`src/rtl/hdlverifier_data_jtag_wr.sv`:
```
// hdlverifier_data_jtag_wr: JTAG-to-buffer write side of the HDL Verifier data path.
// Deserialises LSB-first bits from the TAP into DATA_WIDTH words and writes each
// word to the capture/stimulus RAM at an auto-incrementing, wrapping address.
// One chunk of chunkSize words is accepted per rising edge of newChunk.
// Optional feature: define HDLV_JTAG_WR_CHECKSUM_EN to build the running word sum
// on the checksum port; otherwise checksum is tied to zero.
module hdlverifier_data_jtag_wr #(
  parameter int DATA_WIDTH = 8,
  parameter int ADDR_WIDTH = 5
) (
  input  logic                  clk,
  input  logic                  reset,
  input  logic                  shift_in_en,
  input  logic                  shift_in_data,
  input  logic                  newChunk,
  input  logic [ADDR_WIDTH-1:0] chunkSize,
  output logic                  wr,
  output logic [DATA_WIDTH-1:0] wr_data,
  output logic [ADDR_WIDTH-1:0] waddr,
  output logic                  busy,
  output logic                  chunk_done,
  output logic [DATA_WIDTH-1:0] checksum
);

  localparam int CNT_W = $clog2(DATA_WIDTH);
  localparam logic [ADDR_WIDTH-1:0] A_ONE = ADDR_WIDTH'(1);
  localparam logic [CNT_W-1:0]      C_ONE = CNT_W'(1);
  localparam logic [CNT_W-1:0]      C_END = CNT_W'(DATA_WIDTH - 1);

  typedef enum logic [1:0] {IDLE, RECV, LAST} state_t;

  state_t                state_q;
  logic                  newchunk_q;
  logic [CNT_W-1:0]      bitcnt_q;
  // Holds only the upper DATA_WIDTH-1 bits: the oldest bit is shifted out on
  // the completing strobe and never read, so it is not stored.
  logic [DATA_WIDTH-2:0] shift_q;
  logic [DATA_WIDTH-1:0] wr_data_q;
  logic [ADDR_WIDTH-1:0] waddr_q;
  logic [ADDR_WIDTH-1:0] stop_q;
  logic                  wr_q;
  logic                  busy_q;
  logic                  done_q;

  logic                  start_d;
  logic [DATA_WIDTH-1:0] word_d;
  logic                  word_end_d;

  assign start_d    = newChunk & ~newchunk_q;
  assign word_d     = {shift_in_data, shift_q};
  assign word_end_d = shift_in_en && (bitcnt_q == C_END);

  // Chunk sequencing, bit deserialisation and RAM write generation.
  always_ff @(posedge clk or posedge reset) begin
    if (reset) begin
      state_q    <= IDLE;
      newchunk_q <= 1'b0;
      bitcnt_q   <= '0;
      shift_q    <= '0;
      wr_data_q  <= '0;
      waddr_q    <= '0;
      stop_q     <= '0;
      wr_q       <= 1'b0;
      busy_q     <= 1'b0;
      done_q     <= 1'b0;
    end else begin
      newchunk_q <= newChunk;
      wr_q       <= 1'b0;
      done_q     <= 1'b0;
      case (state_q)
        IDLE: begin
          if (start_d) begin
            if (chunkSize != '0) begin
              stop_q   <= waddr_q + chunkSize - A_ONE;
              bitcnt_q <= '0;
              busy_q   <= 1'b1;
              state_q  <= RECV;
            end else begin
              done_q   <= 1'b1;
            end
          end
        end
        RECV: begin
          // Address advances on the edge that closes the wr cycle.
          if (wr_q) waddr_q <= waddr_q + A_ONE;
          if (shift_in_en) begin
            shift_q <= word_d[DATA_WIDTH-1:1];
            if (word_end_d) begin
              wr_q      <= 1'b1;
              wr_data_q <= word_d;
              bitcnt_q  <= '0;
              if (waddr_q == stop_q) state_q <= LAST;
            end else begin
              bitcnt_q  <= bitcnt_q + C_ONE;
            end
          end
        end
        LAST: begin
          waddr_q <= waddr_q + A_ONE;
          done_q  <= 1'b1;
          busy_q  <= 1'b0;
          state_q <= IDLE;
        end
        default: state_q <= IDLE;
      endcase
    end
  end

`ifdef HDLV_JTAG_WR_CHECKSUM_EN
  logic [DATA_WIDTH-1:0] sum_q;

  // Running sum of written words; cleared on an accepted start, held afterwards.
  always_ff @(posedge clk or posedge reset) begin
    if (reset) begin
      sum_q <= '0;
    end else if ((state_q == IDLE) && start_d) begin
      sum_q <= '0;
    end else if (wr_q) begin
      sum_q <= sum_q + wr_data_q;
    end
  end

  assign checksum = sum_q;
`else
  assign checksum = '0;
`endif

  assign wr         = wr_q;
  assign wr_data    = wr_data_q;
  assign waddr      = waddr_q;
  assign busy       = busy_q;
  assign chunk_done = done_q;

endmodule

```
`config.mk`:
```
export PLATFORM = sky130hd
export DESIGN_NAME = hdlverifier_data_jtag_wr
export DESIGN_NICKNAME = d
export VERILOG_FILES = /design/src/rtl/hdlverifier_data_jtag_wr.sv
export SDC_FILE = /design/constraint.sdc
export NUM_CORES = 1
export LEC_CHECK = 0
export BUFFER_PORTS_ARGS = -buffer_cell sky130_fd_sc_hd__buf_2
export CORE_ASPECT_RATIO = 1.4
export CORE_MARGIN = 5
export CORE_UTILIZATION = 53
export CTS_CLUSTER_SIZE = 30
export DETAILED_ROUTE_END_ITERATION = 12
export HOLD_SLACK_MARGIN = 0.08
export PLACE_DENSITY = 0.77
export SKIP_LAST_GASP = 1
export SLEW_MARGIN = 0
export SYNTH_ARGS = -nofsm -noshare
export SYNTH_HDL_FRONTEND = slang
export SYNTH_SLANG_ARGS = --single-unit
```
`constraint.sdc`:
```
create_clock -name clk -period 2.2 [get_ports clk]
set_clock_uncertainty 0.1 [all_clocks]
set_input_delay 0.44 -clock clk [delete_from_list [all_inputs] [get_ports clk]]
set_output_delay 0.44 -clock clk [all_outputs]
set_load 0.1 [all_outputs]
```
==> impl_metrics.tcl, run 1 <==
set metrics [dict create \
    grt.total_usage 0.1545 \
    synth_top_area_share 0.4903 \
    syn_area_sq_um 1735 \
    dieArea_sq_um 4535 \
    crit_arrival_ps 2000 \
    dr.pass1.iters 4 \
    grt_pass1_vias 1195 \
    cts_htree_levels 2 \
    clock_path_buffers 2 \
    path_cells "inv_1 -> ha_1 -> inv_1 -> ha_1 -> a21o_1 -> a21oi_1 -> xnor2_1 -> o21ai_0" \
    drc_errors 0 \
    p_leak_uw 0.001052 \
    max_freq_ghz 0.5197 \
    max_cap_violations 0 \
    outcome "finished, final reports clean" \
    nets 208 \
    syn_avg_cell_area_sq_um 11.12 \
    regArea_sq_um 854.6 \
    hold_path_class "in -> async" \
    ys.flop_type "dfrtp_1" \
    cts-root-buf "clkbuf_8" \
    path_class "reg -> reg" \
    wl_met1_mm 1.282 \
    die_y_um 77.71 \
    pwr-share-seq 0.344 \
    slowest_stage "dfrtp_2" \
    chipWidth_um 58.36 \
    grt_overflow 0 \
    p_int_uw 1628 \
    slew_violations 0 \
    synth-seq-cells 34 \
    cp-start-kind "flip-flop" \
    setup_viol 0 \
    final_cell_area_sq_um 2003 \
    p_total_uw 3032 \
    antenna_cells 0 \
    rsz0062_at_grt "false" \
    drt_iter0_drc 26 \
    cts_tree "built" \
    path_clk_slew_ps 80 \
    routedWlPerCell_um 14.05 \
    dpl-instance-area_sq_um 1889 \
    grt_antenna_before_repair 0 \
    post_drt_via_cell_ratio 5.163 \
    area_growth_pct 15.43 \
    power_density_nw_per_um2 1514 \
    hpwl_mm 2.432 \
    clock-sinks 34 \
    grt_max_degree 35 \
    core-area_sq_um 3153 \
    pwr-share-clk 0.191 \
    synth_area_leader_cell "dfrtp_1" \
    antenna_left 0 \
    drt-total-wl_mm 3.189 \
    clkLatencyLatePin_ps 290 \
    hold_viol 0 \
    p_comb_frac 0.465 \
    wl_met3_um 130 \
    row_count 24 \
    required_ps 2270 \
    max-vdd-ir-drop_mv 1.133 \
    wl_met2_mm 1.727 \
    io_buffers 25 \
    place_inst 219 \
    cts_post_setup_buffers_inserted 0 \
    dr_total_vias 1172 \
    instances_no_fill 227 \
    finalWeightedCongestion 0.7518 \
    cts_resized 0 \
    io_pins 34 \
    multiInputGateArea_sq_um 763.2 \
    ys_warn_count 0 \
    synth.distinct_cells 31 \
    power.switching_uw 1404 \
    drive_gt1_frac 0.2926 \
    utilization 0.6353 \
    synthArstFlopShare 1.000 \
    initial_core_util 0.5504 \
    min_period_ps 1924 \
    crit_fanout 6 \
    ctsHoldBuffers 0 \
    fillers 274 \
    synth_most_common_cell "dfrtp_1" \
    highest_layer "met4" \
    synth_cells 156 \
    synthTopCellsByArea "dfrtp_1 49%, mux2_2 7.8%, ha_1 7.2%" \
    synth-edff-count 0 \
    fin_crit_sh 0.8746 \
    critical_path.max_stage_delay_ps 440 \
    grt_pass1_wl_mm 5.416 \
    swShare 0.4630 \
    numCtsBuffers 5 \
    worstSetupEndpointType "flip-flop" \
    seq_area_frac_synth 0.4903 \
    synth_common_cells "34 x dfrtp_1, 20 x inv_1, 12 x mux2_2, 11 x xnor2_1" \
]
-- layer usage --
metal / GRT usage / vias to the layer above
met1: 0.1745 / 578
met3: 0.03987 / 9
met4: 0.04872 / 0
met2: 0.2763 / 25
li1: - / 560
met5: 0 / -
-- state kept, by name, indices dropped and copies added (netlist names) --
register and flops:
newchunk_q 1, wr_data 8, chunk_done 1, waddr 5, wr 1, state_q 2, bitcnt_q 3, busy 1
shift_q 7, stop_q 5
-- cell type report --
type | instances | share of cell area
Clock buffer | 5 | 0.03435
Sequential cell | 34 | 0.4266
Tap cell | 39 | 0.02436
Multi-Input combinational cell | 98 | 0.3810
Clock inverter | 3 | 0.02249
Inverter | 20 | 0.03748
Timing Repair Buffer | 28 | 0.07370
-- power groups by stage --
stage               clock, uW  combinational [uW]  sequential [uW]
global placement            0                1370             1040
floorplan                   0                 710             1500
detailed placement          0                1420             1060
global route              621                1530             1070
CTS                       590                1420             1040
finish                    578                1410             1040
-- layout by cell type (no fill, tap or decap) --
| master | netlist | final |
|---|---|---|
| xor2_1 | 2 | 2 |
| and2_1 | 1 | 1 |
| nand3_1 | 3 | 3 |
| dfrtp_1 | 34 | 31 |
| a21oi_1 | 3 | 3 |
| mux2_4 | 1 | 1 |
| o211ai_4 | 1 | 1 |
| mux2_2 | 12 | 12 |
| inv_1 | 20 | 20 |
| dfrtp_2 | 0 | 3 |
| bufinv_16 | 0 | 1 |
| nand4_1 | 3 | 3 |
| and2b_1 | 1 | 1 |
| o21ai_1 | 3 | 3 |
| clkbuf_8 | 0 | 5 |
| nor2_1 | 5 | 5 |
| nand3b_1 | 1 | 1 |
| a2bb2oi_1 | 1 | 1 |
| xnor2_1 | 11 | 11 |
| mux2_1 | 3 | 3 |
| or4_4 | 1 | 1 |
| conb_1 | 1 | 8 |
| nand3_2 | 1 | 1 |
| nor2b_1 | 3 | 3 |
| ha_1 | 10 | 10 |
| buf_2 | 1 | 25 |
| o21ai_0 | 9 | 9 |
| clkinvlp_4 | 0 | 2 |
| nand2_1 | 10 | 10 |
| nor4bb_1 | 1 | 1 |
| nor4b_1 | 1 | 1 |
| buf_4 | 8 | 3 |
| a21o_1 | 2 | 2 |
| fa_1 | 1 | 1 |
-- through the flow --
step	setup TNS (ps)	setup WS, ps	hold WS [ps]
floorplan	-81.65	-81.65	352.2
global placement	0	214.0	363.4
detailed placement	0	187.5	373.2
CTS	0	254.8	138.5
global route	0	123.7	164.6
finish	0	276.0	129.5
-- path summary, 6_finish.rpt --
check	startpoint	to	slack, ps	depth (start not counted)
min reg2reg	shift_q[0]$_DFFE_PP0P_	wr_data[0]$_DFFE_PP0P_	380	1
max in group asynchronous	reset	waddr[2]$_DFFE_PP0P_	1540	3
max reg2reg	waddr[2]$_DFFE_PP0P_	stop_q[4]$_DFFE_PP0P_	280	8
min in group clk	newChunk	newchunk_q$_DFF_PP0_	170	1
max	waddr[2]$_DFFE_PP0P_	stop_q[4]$_DFFE_PP0P_	280	8
min	reset	shift_q[5]$_DFFE_PP0P_	130	3
-- worst max-delay path, delay by kind of cell, from the launching register on --
kind	cells	cell delay [ps]
buffers and inverters	2	120
adder cells (fa/ha/maj)	2	600
XOR/XNOR	1	120
AO/OA/AOI/OAI	3	420
flip-flops	1	440
-- cells by family (layout without fill, tap and decap cells) --
logic type	count (synthesis)	in the layout	synth area share
AO/OA/AOI/OAI	19	19	0.06921
XOR/XNOR	13	13	0.06561
adder cells (fa/ha/maj)	11	11	0.08363
buffers and inverters	31	56	0.08507
flip-flops	34	34	0.4903
multiplexers	16	16	0.1060
other	1	8	0.002161
AND/OR/NAND/NOR	31	31	0.09806
(Power assumes the default switching activity.)
==> inputs of run 2 (changes only) <==
Settings changed: CELL_PAD_IN_SITES_DETAIL_PLACEMENT set to 0, CELL_PAD_IN_SITES_GLOBAL_PLACEMENT set to 1, CORE_UTILIZATION 53 to 42, PLACE_DENSITY 0.77 to not set, PLACE_DENSITY_LB_ADDON set to 0.1.
==> impl_metrics.tcl, run 2 (same netlist as run 1, synthesis figures left out) <==
set metrics [dict create \
    post_drt_via_cell_ratio 4.741 \
    worst_pin_slew_ps 585.8 \
    rsz0062_at_grt "false" \
    mostFrequentLayoutCell "dfrtp_1" \
    max-vdd-ir-drop_mv 1.102 \
    finalWeightedCongestion 0.7137 \
    cts-root-buf "clkbuf_8" \
    clock_path_buffers 2 \
    numCtsBuffers 5 \
    dr.pass1.iters 4 \
    fin_ws_ps 281.2 \
    grt_antenna_before_repair 0 \
    chipWidth_um 64.33 \
    hold_path_class "in -> async" \
    dr_total_vias 1100 \
    power.switching_uw 1357 \
    io_buffers 25 \
    p_comb_frac 0.487 \
    area_growth_pct 15.57 \
    routedWlPerCell_um 13.54 \
    slew_violations 0 \
    pwr-share-seq 0.355 \
    instances_no_fill 232 \
    crit_arrival_ps 2020 \
    die_y_um 86.06 \
    drt-total-wl_mm 3.141 \
    nets 209 \
    swShare 0.4667 \
    fin_crit_sh 0.8722 \
    drc_errors 0 \
    min_period_ps 1919 \
    final_cell_mix "31 x dfrtp_1, 25 x buf_2, 20 x inv_1" \
    dp_slack_ps 176.9 \
    clkLatencyLatePin_ps 280 \
    grt_pass1_wl_mm 5.575 \
    place_inst 224 \
    pwr-share-clk 0.158 \
    cts_post_setup_buffers_inserted 0 \
    grt_max_degree 17 \
    r2r_start "waddr[1]$_DFFE_PP0P_" \
    dieArea_sq_um 5535 \
    cts_tree "built" \
    grt.total_usage 0.1295 \
    io_pins 34 \
    utilization 0.5074 \
    relSlewSlack 0.6091 \
    crit_fanout 5 \
    crit_start "waddr[1]$_DFFE_PP0P_" \
    drt_iter0_drc 15 \
    row_count 27 \
    antenna_left 0 \
    max_freq_ghz 0.5212 \
    setup_tns_ps 0 \
    outcome "finished, final reports clean" \
    ctsHoldBuffers 0 \
    power_density_nw_per_um2 1450 \
    clock-sinks 34 \
    cts_htree_levels 2 \
    hold_viol 0 \
    cp-start-kind "flip-flop" \
    largest_register_ffs 8 \
    setup_viol 0 \
    grt_pass1_vias 1191 \
    max_cap_violations 0 \
    hpwl_mm 2.561 \
    required_ps 2300 \
    path_clk_slew_ps 70 \
    antenna_cells 0 \
    p_leak_uw 0.001058 \
    drive_gt1_frac 0.2910 \
    path_class "reg -> reg" \
    p_total_uw 2908 \
    cts_resized 0 \
    core-area_sq_um 3953 \
    grt_overflow 0 \
    initial_core_util 0.4391 \
    worstSetupEndpointType "flip-flop" \
    p_int_uw 1551 \
]
-- run 2: worst paths after layout --
| path | end | slack (ps) | cells past startpoint |
|---|---|---|---|
| worst max-delay path | stop_q[3]$_DFFE_PP0P_ | 280 | 8 |
| worst min-delay path | waddr[4]$_DFFE_PP0P_ | 110 | 2 |
| worst max register to register | stop_q[3]$_DFFE_PP0P_ | 280 | 8 |
| worst min register to register | wr_data[1]$_DFFE_PP0P_ | 390 | 1 |
| max in group asynchronous | bitcnt_q[2]$_DFFE_PP0P_ | 1370 | 3 |
| min in group clk | newchunk_q$_DFF_PP0_ | 180 | 1 |
-- run 2: cell type report --
class / count / area, sq um
clock inverters: 1 / 5.005
repair buffers: 29 / 167.7
clock buffers: 7 / 86.33
flip-flops and latches: 34 / 854.6
multi-input cells: 98 / 763.2
inverters: 20 / 75.07
well taps: 43 / 53.80
fillers: 385 / 1947
-- run 2: power groups by stage --
stage	clock network (uW)	registers (uW)	logic [uW]
5_1_grt	516	1080	1560
4_1_cts	478	1040	1440
2_1_floorplan	0	1500	710
6_report	458	1030	1420
3_5_place_dp	0	1050	1440
3_3_place_gp	0	1040	1400
-- run 2: per-stage QoR --
stage / hold WS (ps) / cell area [sq um]
floorplan: 352.2 / 1765
global placement: 365.9 / 1914
detailed placement: 380.5 / 1914
CTS: 127.7 / 2006
global route: 166.0 / 2006
finish: 114.5 / 2006
-- run 2: worst max-delay path, cell delays in order (launching register included) --
cell	delay, ps
dfrtp_2	440
inv_1	100
ha_1	230
inv_1	60
ha_1	160
inv_1	50
fa_1	390
xor2_1	180
o21ai_0	130
-- run 2: per-layer routing --
| metal | global-route usage | wire (um) | vias up |
|---|---|---|---|
| met2 | 0.2400 | 1766 | 17 |
| met3 | 0.03801 | 107 | 2 |
| met5 | 0 | 0 | - |
| met4 | 0.04444 | 23 | 0 |
| li1 | - | - | 559 |
| met1 | 0.1355 | 1244 | 522 |
